`config.mk`:
```
export PLATFORM = sky130hd
export DESIGN_NAME = pll_drp_reconfig
export DESIGN_NICKNAME = d
export VERILOG_FILES = /design/src/rtl/pll_drp_pkg.sv /design/src/rtl/pll_drp_txn.sv /design/src/rtl/pll_drp_reconfig.sv
export SDC_FILE = /design/constraint.sdc
export NUM_CORES = 1
export LEC_CHECK = 0
export BUFFER_PORTS_ARGS = -buffer_cell sky130_fd_sc_hd__buf_2
export CORE_MARGIN = 1
export CORE_UTILIZATION = 40
export DETAILED_ROUTE_END_ITERATION = 6
export PLACE_DENSITY = 0.6
export SYNTH_ARGS = -nofsm -noshare
export SYNTH_HDL_FRONTEND = slang
export SYNTH_SLANG_ARGS = --single-unit
export TNS_END_PERCENT = 1
```
`constraint.sdc`:
```
create_clock -name CLK100MHZ -period 3.1 [get_ports CLK100MHZ]
set_input_delay 0.155 -clock CLK100MHZ [delete_from_list [all_inputs] [get_ports CLK100MHZ]]
set_output_delay 0.155 -clock CLK100MHZ [all_outputs]
set_load 0.05 [all_outputs]
```
`src/rtl/pll_drp_pkg.sv`:
```
// Shared definitions for the PLLE2 DRP reconfiguration block: FSM state codes, counter
// register map, keep masks, error codes and the divider field encoder.
package pll_drp_pkg;

    localparam logic [3:0] S_IDLE      = 4'd0;
    localparam logic [3:0] S_CHECK     = 4'd1;
    localparam logic [3:0] S_RD        = 4'd2;
    localparam logic [3:0] S_RD_WAIT   = 4'd3;
    localparam logic [3:0] S_WR        = 4'd4;
    localparam logic [3:0] S_WR_WAIT   = 4'd5;
    localparam logic [3:0] S_VFY       = 4'd6;
    localparam logic [3:0] S_VFY_WAIT  = 4'd7;
    localparam logic [3:0] S_NEXT      = 4'd8;
    localparam logic [3:0] S_WAIT_LOCK = 4'd9;
    localparam logic [3:0] S_DONE      = 4'd10;
    localparam logic [3:0] S_ERR       = 4'd11;

    // CLKOUT0 ClkReg1/ClkReg2, then CLKFBOUT ClkReg1/ClkReg2
    localparam logic [6:0] REG_ADDR [4] = '{7'h08, 7'h09, 7'h14, 7'h15};

    localparam logic [15:0] KEEP_REG1 = 16'hF000;
    localparam logic [15:0] KEEP_REG2 = 16'hFF3F;

    localparam logic [2:0] ERR_NONE     = 3'd0;
    localparam logic [2:0] ERR_PARAM    = 3'd1;
    localparam logic [2:0] ERR_DRDY     = 3'd2;
    localparam logic [2:0] ERR_LOCK     = 3'd3;
    localparam logic [2:0] ERR_READBACK = 3'd4;

    // Divide-by-1 bypasses the counter: NO_COUNT set, EDGE cleared, high/low forced to 1.
    function automatic logic [15:0] drp_field(input logic is_reg2, input logic [6:0] d);
        logic [5:0] high;
        logic [5:0] low;
        logic       bypass;
        bypass = (d == 7'd1);
        high   = d[6:1];
        low    = 6'(d - {1'b0, d[6:1]});
        if (bypass) begin
            high = 6'd1;
            low  = 6'd1;
        end
        if (is_reg2)
            drp_field = {8'h00, d[0] & ~bypass, bypass, 6'h00};
        else
            drp_field = {4'h0, high, low};
    endfunction

endpackage

```
`src/rtl/pll_drp_txn.sv`:
```
// Single-outstanding DRP read/write engine: launches one DEN pulse per request and
// reports either the returned data or a DRDY timeout.
module pll_drp_txn
    import pll_drp_pkg::*;
#(
    parameter int DRDY_TIMEOUT = 64
) (
    input  logic        clk,
    input  logic        rst,
    input  logic        req,
    input  logic        we,
    input  logic [6:0]  addr,
    input  logic [15:0] wdata,
    output logic        ack,
    output logic [15:0] rdata,
    output logic        timeout,
    output logic [6:0]  drp_addr,
    output logic [15:0] drp_di,
    output logic        drp_den,
    output logic        drp_dwe,
    input  logic [15:0] drp_do,
    input  logic        drp_rdy
);
    localparam int CW = $clog2(DRDY_TIMEOUT + 1);

    logic          pending;
    logic [CW-1:0] cnt;

    always_ff @(posedge clk) begin
        if (rst) begin
            pending  <= 1'b0;
            cnt      <= '0;
            ack      <= 1'b0;
            timeout  <= 1'b0;
            rdata    <= '0;
            drp_addr <= '0;
            drp_di   <= '0;
            drp_den  <= 1'b0;
            drp_dwe  <= 1'b0;
        end else begin
            drp_den <= 1'b0;
            drp_dwe <= 1'b0;
            ack     <= 1'b0;
            timeout <= 1'b0;
            if (pending) begin
                if (drp_rdy) begin
                    ack     <= 1'b1;
                    rdata   <= drp_do;
                    pending <= 1'b0;
                end else if (cnt == CW'(DRDY_TIMEOUT - 1)) begin
                    timeout <= 1'b1;
                    pending <= 1'b0;
                end else begin
                    cnt <= cnt + 1'b1;
                end
            end else if (req) begin
                // address/data stay put until the next request, covering the whole DRDY wait
                drp_den  <= 1'b1;
                drp_dwe  <= we;
                drp_addr <= addr;
                drp_di   <= wdata;
                pending  <= 1'b1;
                cnt      <= '0;
            end
        end
    end

endmodule

```
`src/rtl/pll_drp_reconfig.sv`:
```
// PLLE2 dynamic reconfiguration initiator: checks the new CLKOUT0 divide / CLKFBOUT multiply,
// RMWs the four counter registers under PLL reset, then waits for lock. Define
// PLL_DRP_READBACK_EN to add a verify read after every write.
//
// state        | meaning
// IDLE         | waiting for start
// CHECK        | range-check latched parameters
// RD, RD_WAIT  | read current register contents
// WR, WR_WAIT  | write merged value
// VFY,VFY_WAIT | re-read and compare (readback builds only)
// NEXT         | advance register index or release PLL reset
// WAIT_LOCK    | wait for LOCKED, bounded by LOCK_TIMEOUT
// DONE, ERR    | one-cycle success / failure
module pll_drp_reconfig
    import pll_drp_pkg::*;
#(
    parameter int DRDY_TIMEOUT = 64,
    parameter int LOCK_TIMEOUT = 65536
) (
    input  logic        CLK100MHZ,
    input  logic        RST,
    input  logic        start,
    input  logic [6:0]  out0_div,
    input  logic [6:0]  fb_mult,
    output logic [6:0]  DADDR,
    output logic [15:0] DI,
    output logic        DEN,
    output logic        DWE,
    input  logic [15:0] DO,
    input  logic        DRDY,
    input  logic        LOCKED,
    output logic        PLL_RST,
    output logic        busy,
    output logic        done,
    output logic [2:0]  err_code
);
    logic [3:0]  state_q, state_d;
    logic [1:0]  idx_q;
    logic [6:0]  out0_q, fb_q, d_sel;
    logic [15:0] rd_q, wr_word, txn_rdata;
    logic [2:0]  err_q, err_d;
    logic        pll_rst_q, pll_rst_d, legal;
    logic        txn_req, txn_we, txn_ack, txn_timeout;
    logic [16:0] timer_q;

    pll_drp_txn #(.DRDY_TIMEOUT(DRDY_TIMEOUT)) u_txn (
        .clk      (CLK100MHZ),
        .rst      (RST),
        .req      (txn_req),
        .we       (txn_we),
        .addr     (REG_ADDR[idx_q]),
        .wdata    (wr_word),
        .ack      (txn_ack),
        .rdata    (txn_rdata),
        .timeout  (txn_timeout),
        .drp_addr (DADDR),
        .drp_di   (DI),
        .drp_den  (DEN),
        .drp_dwe  (DWE),
        .drp_do   (DO),
        .drp_rdy  (DRDY)
    );

    assign d_sel   = idx_q[1] ? fb_q : out0_q;
    assign wr_word = (rd_q & (idx_q[0] ? KEEP_REG2 : KEEP_REG1)) | drp_field(idx_q[0], d_sel);
    assign legal   = (out0_q >= 7'd1) && (out0_q <= 7'd64) && (fb_q >= 7'd2) && (fb_q <= 7'd64);

    always_comb begin
        state_d   = state_q;
        err_d     = err_q;
        pll_rst_d = pll_rst_q;
        txn_req   = 1'b0;
        txn_we    = 1'b0;
        case (state_q)
            S_IDLE: begin
                pll_rst_d = 1'b0;
                if (start) begin
                    err_d   = ERR_NONE;
                    state_d = S_CHECK;
                end
            end
            S_CHECK: begin
                if (!legal) begin
                    err_d   = ERR_PARAM;
                    state_d = S_ERR;
                end else begin
                    pll_rst_d = 1'b1;
                    state_d   = S_RD;
                end
            end
            S_RD: begin
                txn_req = 1'b1;
                state_d = S_RD_WAIT;
            end
            S_RD_WAIT: begin
                if (txn_ack) begin
                    state_d = S_WR;
                end else if (txn_timeout) begin
                    err_d   = ERR_DRDY;
                    state_d = S_ERR;
                end
            end
            S_WR: begin
                txn_req = 1'b1;
                txn_we  = 1'b1;
                state_d = S_WR_WAIT;
            end
            S_WR_WAIT: begin
                if (txn_ack) begin
`ifdef PLL_DRP_READBACK_EN
                    state_d = S_VFY;
`else
                    state_d = S_NEXT;
`endif
                end else if (txn_timeout) begin
                    err_d   = ERR_DRDY;
                    state_d = S_ERR;
                end
            end
`ifdef PLL_DRP_READBACK_EN
            S_VFY: begin
                txn_req = 1'b1;
                state_d = S_VFY_WAIT;
            end
            S_VFY_WAIT: begin
                // rd_q is untouched by the verify read, so wr_word still equals what was written
                if (txn_ack) begin
                    if (txn_rdata == wr_word) begin
                        state_d = S_NEXT;
                    end else begin
                        err_d   = ERR_READBACK;
                        state_d = S_ERR;
                    end
                end else if (txn_timeout) begin
                    err_d   = ERR_DRDY;
                    state_d = S_ERR;
                end
            end
`endif
            S_NEXT: begin
                if (idx_q == 2'd3) begin
                    pll_rst_d = 1'b0;
                    state_d   = S_WAIT_LOCK;
                end else begin
                    state_d = S_RD;
                end
            end
            S_WAIT_LOCK: begin
                if (LOCKED) begin
                    state_d = S_DONE;
                end else if (timer_q == 17'(LOCK_TIMEOUT - 1)) begin
                    err_d   = ERR_LOCK;
                    state_d = S_ERR;
                end
            end
            S_DONE:  state_d = S_IDLE;
            S_ERR:   state_d = S_IDLE;
            default: state_d = S_IDLE;
        endcase
        if (state_d == S_ERR)
            pll_rst_d = 1'b0;
    end

    always_ff @(posedge CLK100MHZ) begin
        if (RST) begin
            state_q   <= S_IDLE;
            idx_q     <= '0;
            out0_q    <= '0;
            fb_q      <= '0;
            rd_q      <= '0;
            err_q     <= ERR_NONE;
            pll_rst_q <= 1'b1;
            timer_q   <= '0;
        end else begin
            state_q   <= state_d;
            err_q     <= err_d;
            pll_rst_q <= pll_rst_d;
            if (state_q == S_IDLE && start) begin
                out0_q <= out0_div;
                fb_q   <= fb_mult;
            end
            if (state_q == S_CHECK)
                idx_q <= '0;
            else if (state_q == S_NEXT && idx_q != 2'd3)
                idx_q <= idx_q + 1'b1;
            if (state_q == S_RD_WAIT && txn_ack)
                rd_q <= txn_rdata;
            if (state_d != state_q)
                timer_q <= '0;
            else if (timer_q != '1)
                timer_q <= timer_q + 1'b1;
        end
    end

    assign PLL_RST  = pll_rst_q;
    assign err_code = err_q;
    assign done     = (state_q == S_DONE);
    assign busy     = (state_q != S_IDLE) && (state_q != S_DONE) && (state_q != S_ERR);

endmodule

```
==> summary.md, run 1 <==
| Metric | Value |
|---|---|
| GRT overflow | 0 |
| Largest net degree at the start of global routing | 45 |
| Final TNS setup | 0 ps |
| Critical Path RT | 3370 ps |
| Crit. End Element | flip-flop |
| Met1 WL | 4.98 mm |
| Crit Path Category | flip-flop to flip-flop |
| Router iterations before antenna repair | 4 |
| Synth Warn # | 0 |
| Post-Syn Area | 0.00462 sq mm |
| Final WL | 10.8 mm |
| Worst-path clk slew | approximately 70 ps |
| Worst slew pin tran | roughly 830 ps |
| RR Startpoint | timer_q[7] |
| Vias in the first global route | 3,824 |
| Placer Congestion | 0.897 |
| Most common cell in the netlist | nand2_1 |
| Resized cells post-CTS | 0 |
| Hold Vio Cnt, Final | 0 |
| Comb power frac | approximately two fifths |
| Endpoints failing setup | 0 |
| Worst-Skew Late Latency | 350 ps |
| CTS tree | built |
| DRC | 0 |
| TritonCTS Buffers | 9 |
| Cell accounting for the most synthesized area | dfxtp_1 |
| Row count | 38 |
| Hold Path Origin | DO[11] |
| Share of the synthesized area in the top cell type | 42.9% |
| Wire length per cell | about 14 um |
| Netlist cell types | 59 |
| Max FO, Critical Path | 17 |
| Unrepaired setup endpoints after global routing | false |
| GRT Resource Usage Total | between 10% and 20% |
| Clock Power Share | 24.3% |
| Count of buffers from port buffering | 59 |
| Initial Util | 41.9% |
| P_leak | about 0.002 uW |
| Max stage delay on crit path | 520 ps |
| Total net switching power | 1720 uW |
| Hold buffer count at CTS | 0 |
| Root Buffer Master | clkbuf_16 |
| Peak Freq | 356 MHz |
| Detailed-route via count | 4,045 |
| Launch point of the worst path | timer_q[7] |
| Die H | 109 um |
| Crit share post-route | 90.7% |
| DP Worst Slack | 289 ps |
| Antenna violations before repair | 0 |
| Startpoint types | flip-flop |
| Layout cells sized above 1 | 15.8% |
| Peak supply drop | ~570 uV |
| Net Sw Frac | approximately two fifths |
| 1st-iter DRT viols | 140 |
| Avg Synthesized Cell Area | about 7.9 sq um |
| Relative slew slack | between 40 and 50% |
| Core box area | 0.0110 sq mm |
| Mapped Cells | slightly below 600 |
| H-tree levels | 3 |
| Final worst slack | 289 ps |
| Arrival time at the worst endpoint | between 3000 and 4000 ps |
| DR WL met3 | 417 um |
| MaxCap Viol Count | 0 |
| Crit path time final | 2810 ps |
| Antenna diode count | 0 |
| Area contributors post-synth | dfxtp_1 (43%), nand2_1 (10%), a21oi_1 (7.1%), nor2_1 (4.5%), ha_1 (3.5%) |
| DP Wirelength | 7.58 mm |
| Crit-path slowest cell | or3b_2 |
| Die W | ~110 um |
| DR top layer | met4 |
| Vias/cell | 5.23 |
| Clk sinks | 99 |
| Die area | 0.0120 sq mm |
| Pwr per Cell Area | 797 mW/mm^2 |
| Seq cells post-synth | 99 |
| # nets final | a little under 700 |
| P_int | 2500 uW |
| Synth Flop Type | dfxtp_1 |
| First-pass GRT wire length | 17.8 mm |
| Clock Tree Buf Depth | 2 |
| WL met2 | 5.32 mm |
| Reg power frac | 37.0% |
| Seq/Total Area, Yosys | a little over two fifths |
| Top post-synthesis cells by count | nand2_1 (123), dfxtp_1 (99), a21oi_1 (66), nor2_1 (56), clkbuf_1 (27) |
| Async set-reset flop share out of synthesis | 0% |
| Post-synth EDFFs | 0 |
| Status | completed |
| Max Slew Vio Count | 0 |
| Clock skew | between 10 and 15 ps |
| CP cell instances | and4_1 > and3_1 > and3_1 > nand2_1 > nor3_1 > ha_1 > or3b_2 > a21oi_1 > o21ai_0 > a21oi_1 > o221ai_4 > nor2_1 |
| Worst min-delay path class | input pin to flip-flop |
| Setup Buffers After CTS | 0 |
| Syn-to-layout area delta | 14.5% |
| Routed Antenna Nets | 0 |
| I/O Pins | 66 |
## final timing paths
check,to,slack (ps),depth (start not counted)
max,timer_q[6],290,12
min reg2reg,u_txn.timeout,450,1
min,u_txn.rdata[11],30,3
max reg2reg,timer_q[6],290,12
## routing by layer
layer / global-route usage (%) / up-vias
met5: 0 / -
li1: - / 2056
met3: 3.68 / 10
met2: 32.7 / 71
met4: 6.48 / 0
met1: 23.7 / 1908
## stage by stage
step	hold slack [ps]	instances	utilization (%)	instance area [sq um]	power, uW
2_1_floorplan	291	586	-	4630	2850
3_3_place_gp	395	757	45.5	5020	3190
3_5_place_dp	402	757	45.5	5020	3220
4_1_cts	25.0	773	48.0	5290	4250
5_1_grt	34.2	773	48.0	5290	4500
6_report	33.2	773	48.0	5290	4220
## cell type report
cell class	instances	area, sq um
Sequential cell	99	1980
Clock inverter	6	40.0
Fill cell	1131	5740
Timing Repair Buffer	71	385
Tap cell	140	175
Multi-Input combinational cell	425	2400
Clock buffer	10	229
Inverter	22	82.6
## critical path, delay by kind of cell, from the launching register on
family	cells	cell delay, ps
simple gates	7	1480
fa+ha+maj	1	190
compound gates	4	710
flops	1	340
## kinds of logic (layout without fill, tap and decap cells)
logic type                 Yosys count  in the layout  synth area share, %
muxes                               10             10                 2.19
xor gates and xnor gates            24             24                 4.55
buffers and inverters               62            109                 5.71
other                                1              4               0.0812
DFF                                 99             99                 42.9
adders and majority gates           14             14                 3.95
AOI/OAI and AO/OA                  117            117                 15.8
and+or+nand+nor                    256            256                 24.8
## power groups by stage
stage               logic (uW)  registers (uW)  clock network, uW
floorplan                 1080            1760                  0
global placement          1610            1580                  0
detailed placement        1630            1590                  0
CTS                       1640            1560               1050
global route              1800            1580               1110
finish                    1630            1560               1030
## layout by cell type, fill, tap and decap left out, types with 3 or more instances in the layout
cell type / synthesis / final
a31oi_1: 3 / 3
inv_1: 21 / 21
a221oi_1: 5 / 5
xor2_1: 17 / 17
mux2i_1: 9 / 9
a21oi_1: 66 / 66
o22ai_1: 3 / 3
nand4_1: 5 / 5
nand2b_1: 4 / 4
ha_1: 13 / 13
a211oi_1: 3 / 3
clkinv_2: 0 / 3
nand3b_1: 4 / 4
clkbuf_16: 0 / 9
and4_1: 3 / 3
buf_2: 4 / 59
and3_1: 5 / 5
dfxtp_1: 99 / 99
buf_4: 5 / 12
nand3_1: 13 / 13
o21ai_0: 15 / 15
xnor2_1: 7 / 7
o311ai_0: 6 / 6
nand2_1: 123 / 123
nor3_1: 19 / 19
nor2_1: 56 / 56
nor2b_1: 6 / 6
conb_1: 1 / 4
## registers in the layout (all words and copies together), names as in the netlist, 4 cells and up
| register | count |
|---|---|
| fb_q | 7 |
| out0_q | 7 |
| rd_q | 14 |
| state_q | 4 |
| timer_q | 17 |
| u_txn.cnt | 7 |
| u_txn.drp_di | 16 |
| u_txn.rdata | 14 |
(Power assumes the default switching activity.)
==> inputs of run 2 (changes only) <==
Settings changed: CORE_UTILIZATION 40 to 50, PLACE_DENSITY 0.6 to 0.72.
==> run 2 against run 1 <==
The run now ends with design-rule violations left. Clock power down 12%. Register-to-register slack hardly changed. First-iteration DRC count rose by 65%. Clock skew about the same. Final area shrank 1.8%. Worst setup slack got worse by 12 ps. Critical endpoint is now timer_q[12]. Fmax decreased by 0.43%. Largest power group unchanged. Largest cell class unchanged.
==> summary.md, run 2 (same netlist as run 1, synthesis figures left out) <==
| Metric | Value |
|---|---|
| Status | finished with violations |
| Violated checks | design-rule violations |
| Clock Tree Buf Depth | 2 (unchanged) |
| Crit share post-route | 91.1% (+0.39 points) |
| Largest registers | timer_q: 17 flops, u_txn.drp_di: 16 flops |
| Commonest non-fill, non-tap cell in the layout | nand2_1 |
| Final WL | 10.4 mm (-4.0%) |
| Reg-to-Reg End | timer_q[12] |
| RR Startpoint | timer_q[7] |
| I/O Pins | 66 (unchanged) |
| Die W | 98.1 um (-10%) |
| MaxCap Viol Count | 0 (unchanged) |
| Arrival time at the worst endpoint | 3120 ps (+30 ps) |
| H-tree levels | 3 (unchanged) |
| Layout cells sized above 1 | 15.8% (unchanged) |
| Seq. cell area | 0.00198 sq mm (unchanged) |
| Total power | 4110 uW (-2.7%) |
| Most flops, register | timer_q |
| GRT overflow | 0 (unchanged) |
| Startpoint types | flip-flop |
| Crit. End Element | flip-flop |
| Hold buffer count at CTS | 0 (unchanged) |
| Max Slew Vio Count | 0 (unchanged) |
| Worst slew pin tran | 919 ps (+86.8 ps) |
| Count of buffers from port buffering | 59 (unchanged) |
| Clock skew | 12.5 ps (+0.0768 ps) |
| Reg2reg path depth | 12 (unchanged) |
| TritonCTS Buffers | 9 (unchanged) |
| Die H | 98.1 um (-10%) |
| Critical Path RT | 3390 ps (+20 ps) |
| Hold Vio Cnt, Final | 0 (unchanged) |
| P_leak | 0.00203 uW (-1.1%) |
| Antenna violations before repair | 0 (unchanged) |
| Relative slew slack | 38.2% (-6.3 points) |
| Wire length per cell | 14.0 um (+0.12%) |
| Syn-to-layout area delta | 12.5% |
| Max FO, Critical Path | 17 (unchanged) |
| Crit path time final | 2820 ps (+12.2 ps) |
| Die area | 0.00963 sq mm (-20%) |
| GRT Resource Usage Total | 22.7% (+3.7 points) |
| Flop-to-flop setup slack | 280 ps (about the same) |
| Router iterations before antenna repair | 7 (+3) |
| First-pass GRT wire length | 17.8 mm (-0.16%) |
| Final worst slack | 277 ps (-12.2 ps) |
| 1st-iter DRT viols | 231 (+65%) |
| Multi-input gate area in the final layout | 0.00240 sq mm (unchanged) |
| # nets final | 677 (unchanged) |
| Critical Path End | timer_q[12] |
| Detailed-route via count | 4,136 (+2.2%) |
| Antenna diode count | 0 (unchanged) |
| Largest net degree at the start of global routing | 64 (+42%) |
| Resized cells post-CTS | 0 (unchanged) |
| Worst-Skew Late Latency | 370 ps (+20 ps) |
| Launch point of the worst path | timer_q[7] |
| DP Wirelength | 7.21 mm (-4.9%) |
| DP Worst Slack | 331 ps (+41.8 ps) |
| Root Buffer Master | clkbuf_8 |
| Vias/cell | 5.58 (+6.7%) |
| Worst min-delay path class | input pin to flip-flop |
| Crit Path Category | flip-flop to flip-flop |
| Clk sinks | 99 (unchanged) |
| DRC | 5 (+5) |
| Largest register FFs | 17 (unchanged) |
| Vias in the first global route | 3,879 (+1.4%) |
| Initial Util | 52.2% (+10 points) |
| Row count | 34 (-11%) |
| Endpoints failing setup | 0 (unchanged) |
| Placer Congestion | 0.886 (-1.2%) |
| Pwr per Cell Area | 790 mW/mm^2 (-0.93%) |
| # fillers | 831 (-27%) |
| Setup Buffers After CTS | 0 (unchanged) |
| Final TNS setup | 0 ps (unchanged) |
| Commonest cells after routing, fill and taps aside | nand2_1 (123), dfxtp_1 (99), a21oi_1 (66) |
| Peak supply drop | 369 uV (-35%) |
| CTS tree | built |
| Core box area | 0.00885 sq mm (-20%) |
| Worst-path clk slew | 100 ps (+30 ps) |
| Hold Path Stages | 3 (unchanged) |
| Peak Freq | 354 MHz (-0.43%) |
| Unrepaired setup endpoints after global routing | false |
| Routed Antenna Nets | 0 (unchanged) |
-- run 2: cell types whose count changed in the layout (fill, tap and decap cells not counted), sizes merged --
cell / previous run / this run
bufinv: 0 / 2
clkinv: 5 / 4
clkinvlp: 1 / 0
-- run 2: layout make-up --
class | count | area share [%]
clock buffers | 10 | 2.45
flip-flops and latches | 99 | 38.1
multi-input cells | 425 | 46.1
repair buffers | 71 | 7.41
clock inverters | 6 | 1.68
inverters | 22 | 1.59
well taps | 108 | 2.60
-- run 2: worst min-delay path by stage --
stage / from / to
after global routing: DO[13] / u_txn.rdata[13]
after CTS: DO[9] / u_txn.rdata[9]
final: DO[0] / u_txn.rdata[0]
after floorplan: DO[0] / u_txn.rdata[0]
after detailed placement: DO[9] / u_txn.rdata[9]
after global placement: fb_mult[5] / fb_q[5]
-- run 2: layer usage --
layer	vias to the layer above	global-route usage, %	part of all wire (%)
li1	2063	-	-
met1	1942	29.7	45
met2	117	38.5	49
met3	14	3.08	4.3
met4	0	8.15	1.5
met5	-	0	0
-- run 2: worst max-delay path, stage by stage, from the launching register on --
cell and delay [ps]:
dfxtp_1 350, and4_1 220, and3_1 210, and3_1 210, nand2_1 70, nor3_1 70
ha_1 210, or3b_2 510, a21oi_1 140, o21ai_0 90, a21oi_1 220, o221ai_4 280
nor2_1 180
-- run 2: where the power goes --
part / switching, uW / total, uW / internal, uW
registers: 139 / 1560 / 1420
clock network: 452 / 909 / 457
logic: 1100 / 1630 / 531
-- run 2: stage by stage --
stage               hold WS [ps]  instance area, sq um  std cells  utilization, %
finish                      13.4                  5200        741            58.8
global route                15.1                  5200        741            58.8
CTS                         4.63                  5200        741            58.8
detailed placement           403                  4980        725            56.3
global placement             396                  4980        725            56.3
floorplan                    291                  4630        586               -
==> inputs of run 3 (changes only) <==
Settings changed: CAP_MARGIN from default to 40, PLACE_DENSITY 0.72 to 0.7.
Clock period 3.1 ns to 3 ns, I/O delays scaled along.
==> run 3 against run 2 <==
The flow now finishes without violations. Clock skew down 3.2 ps. Critical path depth unchanged. Sequential power up 4%. Die area unchanged. Combinational power up 5%. Final area up 0.14%. Register-to-register slack worse by 160 ps. First-iteration DRC count down 3.9%. Fmax down 2.0%. Via count about the same. Largest cell class unchanged.
==> summary.md, run 3 (same netlist as run 1, synthesis figures left out) <==
| Metric | Value |
|---|---|
| Die H | 98.1 um (unchanged) |
| Reg power frac | 38.2% (+0.2 points) |
| Placer Congestion | 0.876 (-1.1%) |
| Net Sw Frac | 41.9% (+0.63 points) |
| Clock Power Share | 21.2% (-0.9 points) |
| GRT overflow | 0 (unchanged) |
| Comb power frac | 40.5% (+0.7 points) |
| Max Slew Vio Count | 0 (unchanged) |
| DRC | 0 (-5) |
| I/O Pins | 66 (unchanged) |
| Relative slew slack | 47.7% (+9.6 points) |
| CTS tree | built |
| Routed Antenna Nets | 0 (unchanged) |
| Die W | 98.1 um (unchanged) |
| Crit Path Category | flip-flop to flip-flop |
| Total net switching power | 1770 uW (+4.6%) |
| Largest registers | timer_q: 17 flops, u_txn.drp_di: 16 flops |
| 1st-iter DRT viols | 222 (-3.9%) |
| Detailed-route via count | 4,134 (-0.048%) |
| Syn-to-layout area delta | 12.7% |
| Commonest cells after routing, fill and taps aside | nand2_1 (123), dfxtp_1 (99), a21oi_1 (65) |
| Arrival time at the worst endpoint | 3170 ps (+50 ps) |
| Startpoint types | flip-flop |
| Wire length per cell | 14.1 um (+0.26%) |
| GRT Resource Usage Total | 22.2% (-0.55 points) |
| Final WL | 10.4 mm (+0.26%) |
| Resized cells post-CTS | 0 (unchanged) |
| Crit share post-route | 96.0% (+4.9 points) |
| Worst-Skew Late Latency | 360 ps (about the same) |
| Count of buffers from port buffering | 59 (unchanged) |
| Commonest non-fill, non-tap cell in the layout | nand2_1 |
| Peak Freq | 347 MHz (-2.0%) |
| # nets final | 677 (unchanged) |
| Antenna diode count | 0 (unchanged) |
| Core box area | 0.00885 sq mm (unchanged) |
| Vias/cell | 5.58 (about the same) |
| DP Worst Slack | 231 ps (-100 ps) |
| TritonCTS Buffers | 9 (unchanged) |
| Setup Buffers After CTS | 0 (unchanged) |
| Root Buffer Master | clkbuf_8 |
| Router iterations before antenna repair | 7 (unchanged) |
| MaxCap Viol Count | 0 (unchanged) |
| Clock Tree Buf Depth | 2 (unchanged) |
| Final worst slack | 120 ps (-157 ps) |
| Crit path time final | 2880 ps (+56.9 ps) |
| Largest register FFs | 17 (unchanged) |
| Worst-path clk slew | 100 ps (about the same) |
| Antenna violations before repair | 0 (unchanged) |
| Clk sinks | 99 (unchanged) |
| Initial Util | 52.2% (unchanged) |
| Row count | 34 (unchanged) |
| Clock skew | 9.29 ps (-3.17 ps) |
| Endpoints failing setup | 0 (unchanged) |
| Die area | 0.00963 sq mm (unchanged) |
| Crit. End Element | flip-flop |
| Hold buffer count at CTS | 0 (unchanged) |
| Worst slew pin tran | 784 ps (-135 ps) |
| P_int | 2460 uW (+2.0%) |
| Peak supply drop | 390 uV (+5.8%) |
| Critical Path RT | 3290 ps (-100 ps) |
| Hold Vio Cnt, Final | 0 (unchanged) |
| Worst min-delay path class | input pin to flip-flop |
| Pwr per Cell Area | 813 mW/mm^2 (+2.9%) |
| Status | completed |
| Max FO, Critical Path | 8 (-9) |
| Largest net degree at the start of global routing | 44 (-31%) |
| Most flops, register | timer_q |
| P_leak | 0.00203 uW (-0.11%) |
| Layout cells sized above 1 | 16.1% (+0.32 points) |
| Final Util | 58.8% (+0.085 points) |
| Vias in the first global route | 3,777 (-2.6%) |
| H-tree levels | 3 (unchanged) |
| DP Wirelength | 7.19 mm (-0.29%) |
| First-pass GRT wire length | 17.5 mm (-1.4%) |
## run 3: changes by cell type in the layout (fill, tap and decap cells not counted), sizes merged
cell / delta
clkbuf: +1
buf: -1
bufinv: -1
o221ai: +1
## run 3: layout make-up
cell class              count  area (sq um)
clock buffers              11           151
clock inverters             5          60.1
fillers                   836          3640
inverters                  22          82.6
multi-input cells         426          2420
flip-flops and latches     99          1980
well taps                 108           135
repair buffers             70           378
## run 3: power groups by stage
| stage | Combinational (uW) | Clock, uW | Sequential [uW] |
|---|---|---|---|
| floorplan | 1120 | 0 | 1820 |
| global route | 1880 | 971 | 1640 |
| finish | 1710 | 898 | 1620 |
| detailed placement | 1660 | 0 | 1650 |
| CTS | 1670 | 914 | 1620 |
| global placement | 1630 | 0 | 1640 |
## run 3: final timing paths
path	start	cells after the start	endpoint	slack (ps)
min	DO[12]	3	u_txn.rdata[12]	20
min reg2reg	u_txn.cnt[6]	2	u_txn.cnt[6]	460
max reg2reg	timer_q[6]	12	timer_q[7]	120
max	timer_q[6]	12	timer_q[7]	120
## run 3: worst max-delay path, stage by stage (launching register included)
cell      delay (ps)
dfxtp_1          360
and4_1           210
and3_1           200
and3_1           210
nand2_1           80
nor3_1            70
ha_1             200
or3b_2           510
a21oi_1          140
o21ai_0          140
a21oi_2          260
o221ai_2         270
nor2_1           170
## run 3: per-layer routing
| metal | vias to the layer above | part of all wire (%) | GRT usage (%) |
|---|---|---|---|
| met1 | 1906 | 45 | 28.2 |
| met3 | 18 | 5.0 | 5.01 |
| met4 | 0 | 1.5 | 5.63 |
| li1 | 2074 | - | - |
| met2 | 136 | 48 | 38.0 |
| met5 | - | 0 | 0 |
## run 3: per-stage QoR
step | instances | setup TNS [ps] | total power [uW] | hold WS (ps) | cell area [sq um]
floorplan | 586 | 0 | 2940 | 286 | 4630
global placement | 724 | 0 | 3270 | 390 | 4980
detailed placement | 724 | 0 | 3310 | 398 | 4980
CTS | 740 | 0 | 4200 | 9.38 | 5190
global route | 741 | -40.2 | 4490 | 2.64 | 5210
finish | 741 | 0 | 4230 | 18.9 | 5210
